==> src/rtl/fp_mat_writeback.sv <==
// Avalon-MM write master: streams words from local matrix RAM to consecutive SDRAM addresses.
// Optional FP_WB_CHECKSUM_EN adds a running XOR of accepted write data, readable at status word 1.
//
// state | meaning
// IDLE  | waiting for a custom-instruction start
// RUN   | fetching from RAM and writing to SDRAM
// DRAIN | all RAM reads issued, flushing remaining writes
// FIN   | transfer complete, irq held until a status read
module fp_mat_writeback #(
   parameter logic [10:0] DEFAULT_WORDS = 11'd256,
   parameter logic [10:0] MAX_WORDS     = 11'd1024
) (
   input  logic        clk,
   input  logic        reset_n,
   input  logic        start,
   input  logic [31:0] dataa,
   input  logic [31:0] datab,
   output logic        done,
   output logic [31:0] result,
   output logic [23:0] address,
   output logic        write,
   output logic [31:0] writedata,
   input  logic        waitrequest,
   output logic [9:0]  ram_rdaddress,
   output logic        ram_rden,
   input  logic [31:0] ram_q,
   input  logic        status_read,
   input  logic        status_address,
   output logic [31:0] status_readdata,
   output logic        irq
);

   typedef enum logic [1:0] {IDLE, RUN, DRAIN, FIN} state_t;
   state_t state, state_nxt;

   logic [23:0] base;
   logic [10:0] n_words, fetch_cnt, wr_cnt, req_words, load_idx;
   logic [31:0] buf0, buf1, checksum_val;
   logic [1:0]  occ;
   logic        rd_inflight;
   logic        accept, wr_free, busy, load, push, pop, last_accept, start_ok;
   logic        unused_bits;

   assign unused_bits   = ^{dataa[31:24], dataa[1:0], datab[31:11]};
   assign req_words     = datab[10:0];
   assign ram_rdaddress = fetch_cnt[9:0];
   assign busy          = (state == RUN) || (state == DRAIN);
   assign start_ok      = start && (state == IDLE);
   assign accept        = write && !waitrequest;
   assign wr_free       = !write || accept;
   // The write register is refilled from the buffer head, or straight from ram_q when the buffer is empty.
   assign load          = busy && wr_free && ((occ != 2'd0) || rd_inflight);
   assign pop           = load && (occ != 2'd0);
   assign push          = rd_inflight && !(load && (occ == 2'd0));
   assign last_accept   = accept && (wr_cnt == n_words - 11'd1);
   assign load_idx      = wr_cnt + {10'd0, accept};

   always_ff @(posedge clk or negedge reset_n) begin
      if (!reset_n) state <= IDLE;
      else          state <= state_nxt;
   end

   always_comb begin
      state_nxt = state;
      ram_rden  = 1'b0;
      case (state)
         IDLE:  if (start) state_nxt = RUN;
         RUN: begin
            // Reads in flight count against the buffer so a stalled write can never overflow it.
            ram_rden = (fetch_cnt < n_words) && ((occ + {1'b0, rd_inflight}) < 2'd2);
            if (fetch_cnt == n_words) state_nxt = DRAIN;
         end
         DRAIN: if (last_accept) state_nxt = FIN;
         FIN:   if (status_read) state_nxt = IDLE;
         default: state_nxt = IDLE;
      endcase
   end

   always_ff @(posedge clk or negedge reset_n) begin
      if (!reset_n) begin
         base        <= '0;
         n_words     <= '0;
         fetch_cnt   <= '0;
         wr_cnt      <= '0;
         occ         <= '0;
         buf0        <= '0;
         buf1        <= '0;
         rd_inflight <= 1'b0;
         write       <= 1'b0;
         address     <= '0;
         writedata   <= '0;
      end else begin
         rd_inflight <= ram_rden;
         if (start_ok) begin
            base      <= {dataa[23:2], 2'b00};
            n_words   <= (req_words == 11'd0) ? DEFAULT_WORDS :
                         ((req_words > MAX_WORDS) ? MAX_WORDS : req_words);
            fetch_cnt <= '0;
            wr_cnt    <= '0;
            occ       <= '0;
         end else begin
            if (ram_rden) fetch_cnt <= fetch_cnt + 11'd1;
            if (accept)   wr_cnt    <= wr_cnt + 11'd1;
            case ({push, pop})
               2'b10: begin
                  if (occ == 2'd0) buf0 <= ram_q;
                  else             buf1 <= ram_q;
                  occ <= occ + 2'd1;
               end
               2'b01: begin
                  buf0 <= buf1;
                  occ  <= occ - 2'd1;
               end
               2'b11: begin
                  if (occ == 2'd2) begin
                     buf0 <= buf1;
                     buf1 <= ram_q;
                  end else begin
                     buf0 <= ram_q;
                  end
               end
               default: ;
            endcase
         end
         if (load) begin
            write     <= 1'b1;
            writedata <= (occ != 2'd0) ? buf0 : ram_q;
            address   <= base + {11'd0, load_idx, 2'b00};
         end else if (accept) begin
            write     <= 1'b0;
         end
      end
   end

   always_ff @(posedge clk or negedge reset_n) begin
      if (!reset_n) begin
         done            <= 1'b0;
         result          <= '0;
         irq             <= 1'b0;
         status_readdata <= '0;
      end else begin
         if (start) begin
            done <= 1'b1;
            case (state)
               IDLE:    result <= 32'd0;
               FIN:     result <= 32'd3;
               default: result <= 32'd1;
            endcase
         end else begin
            done <= 1'b0;
            if (state == IDLE) result <= 32'd999;
         end
         if ((state == DRAIN) && last_accept)    irq <= 1'b1;
         else if ((state == FIN) && status_read) irq <= 1'b0;
         if (status_read)
            status_readdata <= status_address ? checksum_val : {busy, 20'd0, wr_cnt};
      end
   end

`ifdef FP_WB_CHECKSUM_EN
   logic [31:0] checksum;
   always_ff @(posedge clk or negedge reset_n) begin
      if (!reset_n)      checksum <= '0;
      else if (start_ok) checksum <= '0;
      else if (accept)   checksum <= checksum ^ writedata;
   end
   assign checksum_val = checksum;
`else
   assign checksum_val = 32'h0;
`endif

endmodule

==> config.mk <==
export PLATFORM = sky130hd
export DESIGN_NAME = fp_mat_writeback
export DESIGN_NICKNAME = d
export VERILOG_FILES = /design/src/rtl/fp_mat_writeback.sv
export SDC_FILE = /design/constraint.sdc
export NUM_CORES = 1
export LEC_CHECK = 0
export BUFFER_PORTS_ARGS = -buffer_cell sky130_fd_sc_hd__buf_2
export CAP_MARGIN = 0
export CORE_ASPECT_RATIO = 0.6
export CORE_MARGIN = 2
export CORE_UTILIZATION = 55
export CTS_CLUSTER_DIAMETER = 100
export CTS_CLUSTER_SIZE = 40
export DETAILED_ROUTE_END_ITERATION = 10
export HOLD_SLACK_MARGIN = 0.12
export PLACE_DENSITY = 0.82
export SLEW_MARGIN = 10
export SYNTH_ARGS = -nofsm -noshare
export SYNTH_HDL_FRONTEND = slang
export SYNTH_SLANG_ARGS = --single-unit
==> constraint.sdc <==
create_clock -name clk -period 3.8 [get_ports clk]
set_input_delay 0.19 -clock clk [delete_from_list [all_inputs] [get_ports clk]]
set_output_delay 0.19 -clock clk [all_outputs]
set_load 0.05 [all_outputs]
After elaboration in Yosys (flattened, before gate mapping)
Index checks and enable logic that the tools add are counted.
- register bits after elaboration: 247
- input bits: 102
- output and inout bits: 134
- logic and storage cells: 106
- add/subtract/negate cells: 8
- $lt $le $gt $ge: 3
- equality and inequality tests: 16
- mux-type cells: 30
- bitwise logic cells: 1
- reduce and logical (&&, ||, !) cells: 32
- operators with widths (cell ; number):
    $mux 32 ; 8
    $pmux 32 s3 ; 1
    $mux 11 ; 6
    $pmux 32 s2 ; 1
    $add 24x13->24 ; 1
    $add 11x1->11 const B ; 2
    $eq 11x11->1 ; 2
    $reduce_bool 2->1 ; 7
    $ne 2x2->1 const B ; 6
    $add 11x1->11 ; 1
    $gt 11x11->1 const B ; 1
    $logic_and 1x1->1 ; 11
    $logic_not 11->1 ; 1
    $lt 11x11->1 ; 1
    $sub 11x1->11 const B ; 1
    $eq 2x2->1 const B ; 5
    $mux 2 ; 5
    $pmux 2 s2 ; 2
    $pmux 2 s4 ; 1
    $reduce_and 4->1 ; 2
    $mux 1 ; 6
    $reduce_bool 3->1 ; 2
    $eq 2x1->1 const B ; 2
    $logic_not 2->1 ; 2
    other kinds (9) ; 13

Longest topological paths before layout
- depth in word-level cells: 11
- mapped depth: 14
- gate-level depth less buffers: 13

Worst setup path after synthesis
Ideal clock, no wire load.
- path type: register to register
- from: register write
- to: register address[23]
- library setup time: 0.124 ns
- arrival: 3.220 ns
- data required time: 3.676 ns
- path slack: 0.457 ns
- cell stages (with the launch flop): 15
- buffers on the path: 1
- period minus slack after synthesis: 3.343 ns
- cells stage by stage: dfrtp_1 > nor2b_1 > clkbuf_1 > ha_1 > ha_1 > nand2_1 > xnor2_1 > ha_1 > a21o_1 > nand2b_1 > a31oi_1 > o21ai_0 > a21oi_1 > nor3_1 > o31a_1
- longest elaborated chain between the ends: 4
- elaborated cells on any way between the ends: 7
- those cells by class: 2 x add/sub; 5 x reduce/logical
- ends and longest elaborated chain (element ; RTL line ; RTL):
    start, declared ; 21 ; output logic write,
    start signal, assigned ; 89 ; write <= 1'b0;
    start signal, assigned ; 126 ; write <= 1'b1;
    start signal, assigned ; 130 ; write <= 1'b0;
    parallel branches: the longest is 4 deep, another holds $add 24x13->24 ; -- ;
    end signal, assigned ; 128 ; address <= base + {11'd0, load_idx, 2'b00};
    end, declared ; 20 ; output logic [23:0] address,
Parallel ways; which one is timed is not known.
A chain may end at the register's enable or synchronous reset.

Worst setup path after layout
- from: input waitrequest
- to: register address[22]
- longest elaborated chain between the ends: 5
- elaborated cells on any way between the ends: 7
- those cells by class: 2 x add/sub; 5 x reduce/logical
- ends and longest elaborated chain (element ; RTL line ; RTL):
    start, declared ; 23 ; input logic waitrequest,
    $logic_not 1->1 * ; 49 ; assign accept = write && !waitrequest;
    $logic_and 1x1->1 * ; 49 ;
    parallel branches: the longest is 3 deep, another holds $add 24x13->24 ; -- ;
Every way passes the cells marked *.

==> flow_summary.json <==
{
  "run_status": "finished, final reports clean",
  "ant_nets": 0,
  "fp.dieH_um": 110,
  "tns_ps": 0,
  "synth_enable_flop_cells": 0,
  "p_comb_share_pct": 47.6,
  "detailroute.via_count": 8031,
  "grt_pass1_vias": 8002,
  "drv_slew": 0,
  "final_common_cell": "dfrtp_1",
  "hp-class": "input pin to register",
  "drc": 0,
  "overflow": 0,
  "hold_start": "status_address",
  "rows": 38,
  "ff2ff_path_depth": 13,
  "clock-sinks": 196,
  "dr.pass1.iters": 5,
  "worstSkewPairLatency_ps": 440,
  "via_per_inst": 5.42,
  "r2r_setup_slack_ps": 450,
  "final_cell_mix": "dfrtp_1, nand2_1, buf_2, o21ai_0, dlygate4sd3_1",
  "skew_ps": 13.3,
  "wire_per_inst_um": 16.4,
  "place_area_mm2": 0.0109,
  "cap_violations": 0,
  "async_flop_share_pct": 100,
  "worstPathArrival_ps": 3650,
  "max-slew-margin-rel_pct": 29.3,
  "vdd_drop_max_uv": 517,
  "io_buffers": 158,
  "hold_viol_final": 0,
  "gp_congestion": 0.840,
  "cts_root_buf": "clkbuf_16",
  "yosysUniqueCellTypes": 60,
  "rsz0062_at_grt": "no",
  "synth_seq_cells": 196,
  "avgSynthCellArea_um2": 9.83,
  "yosysSeqAreaShare_pct": 48.0,
  "nets": 1366,
  "top_layer_used": "met4",
  "pwr-share-clk_pct": 17.8,
  "cts_tree": "done",
  "m1WireLength_mm": 11.2,
  "clockBufferDepth": 2,
  "rr_startpoint": "write$_DFFE_PN0P_",
  "cts-resized-gates": 0,
  "cts_inserted_buffers": 17,
  "fin_crit_sh_pct": 88.9,
  "rr_endpoint": "address[22]$_DFFE_PN0P_",
  "htreeDepth": 4,
  "track_usage_pct": 25.2,
  "ys_warn_count": 0,
  "hold_depth": 3,
  "p_int_uw": 5490,
  "worst_pin_slew_ps": 1060,
  "finalInstanceArea_mm2": 0.0123,
  "die_w_um": 180,
  "switching_share_pct": 46.5,
  "postCtsSetupRepairBufs": 0,
  "timing.fmax_mhz": 296,
  "initial_core_util_pct": 56.4,
  "grt_max_degree": 113,
  "synth_area_mm2": 0.0102,
  "wl_met3_mm": 1.52,
  "clk_pin_slew_ps": 80,
  "wl_met2_mm": 11.1,
  "core_mm2": 0.0181,
  "antenna_cells": 0,
  "hold_end": "status_readdata[31]$_DFFE_PN0P_",
  "die-area_mm2": 0.0197,
  "syn_inst": 1040,
  "seq_power_share_pct": 34.6,
  "grt_pass1_wl_mm": 39.7,
  "path_max_fanout": 5,
  "hpwl_mm": 16.3,
  "powerDensity_mw_per_mm2": 838,
  "ioPinCount": 236,
  "setup_violations": 0,
  "area_growth_pct": 19.9,
  "cp.required_ps": 4070,
  "final.min_clock_period_ps": 3380,
  "crit_type": "input pin to register",
  "synth_ff_type": "dfrtp_1",
  "wirelength_mm": 24.2,
  "antenna_found_initial": 0,
  "total_leakage_power_uw": 0.00614,
  "first_iter_violations": 590,
  "cp-start-kind": "input pin",
  "crit_path_end_kind": "register",
  "power.switching_uw": 4780,
  "drive_gt1_share_pct": 19.6
}
cell families after synthesis:
family                   count (synthesis)  share of synthesized area (%)
AO/OA/AOI/OAI                          203                           11.4
AND/OR/NAND/NOR                        297                           13.7
buffers and inverters                  161                           8.31
multiplexers                           101                           10.3
XOR/XNOR                                46                           3.94
flip-flops                             196                           48.0
other                                    1                         0.0367
adder cells (fa/ha/maj)                 35                           4.36
metal layers:
metal  track usage, %  up-vias
met3             5.60       43
met4             7.43        0
met1             34.7     3882
met5                0        -
li1                 -     3833
met2             40.7      273
per-stage QoR:
| step | hold slack, ps | power [uW] | std cells | setup slack, ps | utilization (%) |
|---|---|---|---|---|---|
| 2_1_floorplan | -106 | 7230 | 1085 | 457 | - |
| 3_3_place_gp | 382 | 8160 | 1379 | 619 | 60.4 |
| 3_5_place_dp | 383 | 8390 | 1379 | 524 | 60.4 |
| 4_1_cts | 133 | 10300 | 1482 | 488 | 67.6 |
| 5_1_grt | 173 | 11000 | 1482 | 122 | 67.6 |
| 6_report | 162 | 10300 | 1482 | 421 | 67.6 |
final cells by class:
type	count	area, um^2
timing repair buffer	239	1610
multi-input combinational	728	4660
sequential	196	4900
tap	240	300
clock buffer	18	439
fill	1391	5860
inverter	47	176
clock inverter	14	159
timing repair:
action                                  in CTS  in global routing
hold buffers                                71                  0
hold endpoints to repair                   238                  0
endpoints found under the setup margin       0                  0
registers in the layout, summed over array words and instances, names as in the netlist:
register         count
rd_inflight          1
done                 1
fetch_cnt           11
address             22
status_readdata     12
irq                  1
wr_cnt              11
base                22
buf1                32
writedata           32
state                2
occ                  2
buf0                32
n_words             11
result               3
write                1
power groups by stage:
stage / combinational, uW / sequential [uW] / clock (uW)
after floorplan: 2850 / 4380 / 0
after global placement: 4640 / 3520 / 0
after detailed placement: 4820 / 3570 / 0
after CTS: 4890 / 3530 / 1850
after global routing: 5350 / 3650 / 1950
final: 4890 / 3550 / 1830
worst max-delay path, stage by stage:
cell	delay [ps]
dlygate4sd3_1	540
buf_2	130
nor2b_1	210
ha_1	220
nand3_1	160
nor2_1	190
xor2_1	260
ha_1	310
a21oi_1	180
a21boi_0	110
o21a_1	190
o21ai_0	490
a31oi_1	200
xnor2_1	180
o21ai_0	90
Yosys cell counts (3+ instances only):
master    instances  area [um^2]
ha_1             34          425
o31ai_1           3         22.5
or4_1             3         22.5
a31oi_1           9         56.3
nor2b_1           7         43.8
a21oi_1          27          135
nand3b_1         17          128
buf_4            61          458
xor2_1           22          193
nor3_1            8         40.0
nor2_1           22         82.6
nand2b_1          5         31.3
mux2_2           31          349
and3_1            8         50.1
a21o_1            6         45.0
nand3_1          18         90.1
o21a_1            4         30.0
inv_1            47          176
or3_1             8         50.1
mux2_1            3         33.8
nand2_1         171          642
xnor2_1          24          210
nand4b_1          3         26.3
mux2i_1          67          671
nand4_1          12         75.1
and2_1            5         31.3
o21ai_0         129          646
clkbuf_1         39          146
dfrtp_1         196         4900
buf_2            13         65.1
worst max path at each step:
stage,start,to,cells past startpoint
finish,waitrequest,address[22]$_DFFE_PN0P_,15
global route,write$_DFFE_PN0P_,address[22]$_DFFE_PN0P_,13
CTS,write$_DFFE_PN0P_,address[22]$_DFFE_PN0P_,13
detailed placement,write$_DFFE_PN0P_,address[22]$_DFFE_PN0P_,13
global placement,write$_DFFE_PN0P_,address[16]$_DFFE_PN0P_,13
floorplan,write$_DFFE_PN0P_,address[23]$_DFFE_PN0P_,14
Note: power is estimated with default switching activity, not from simulation.
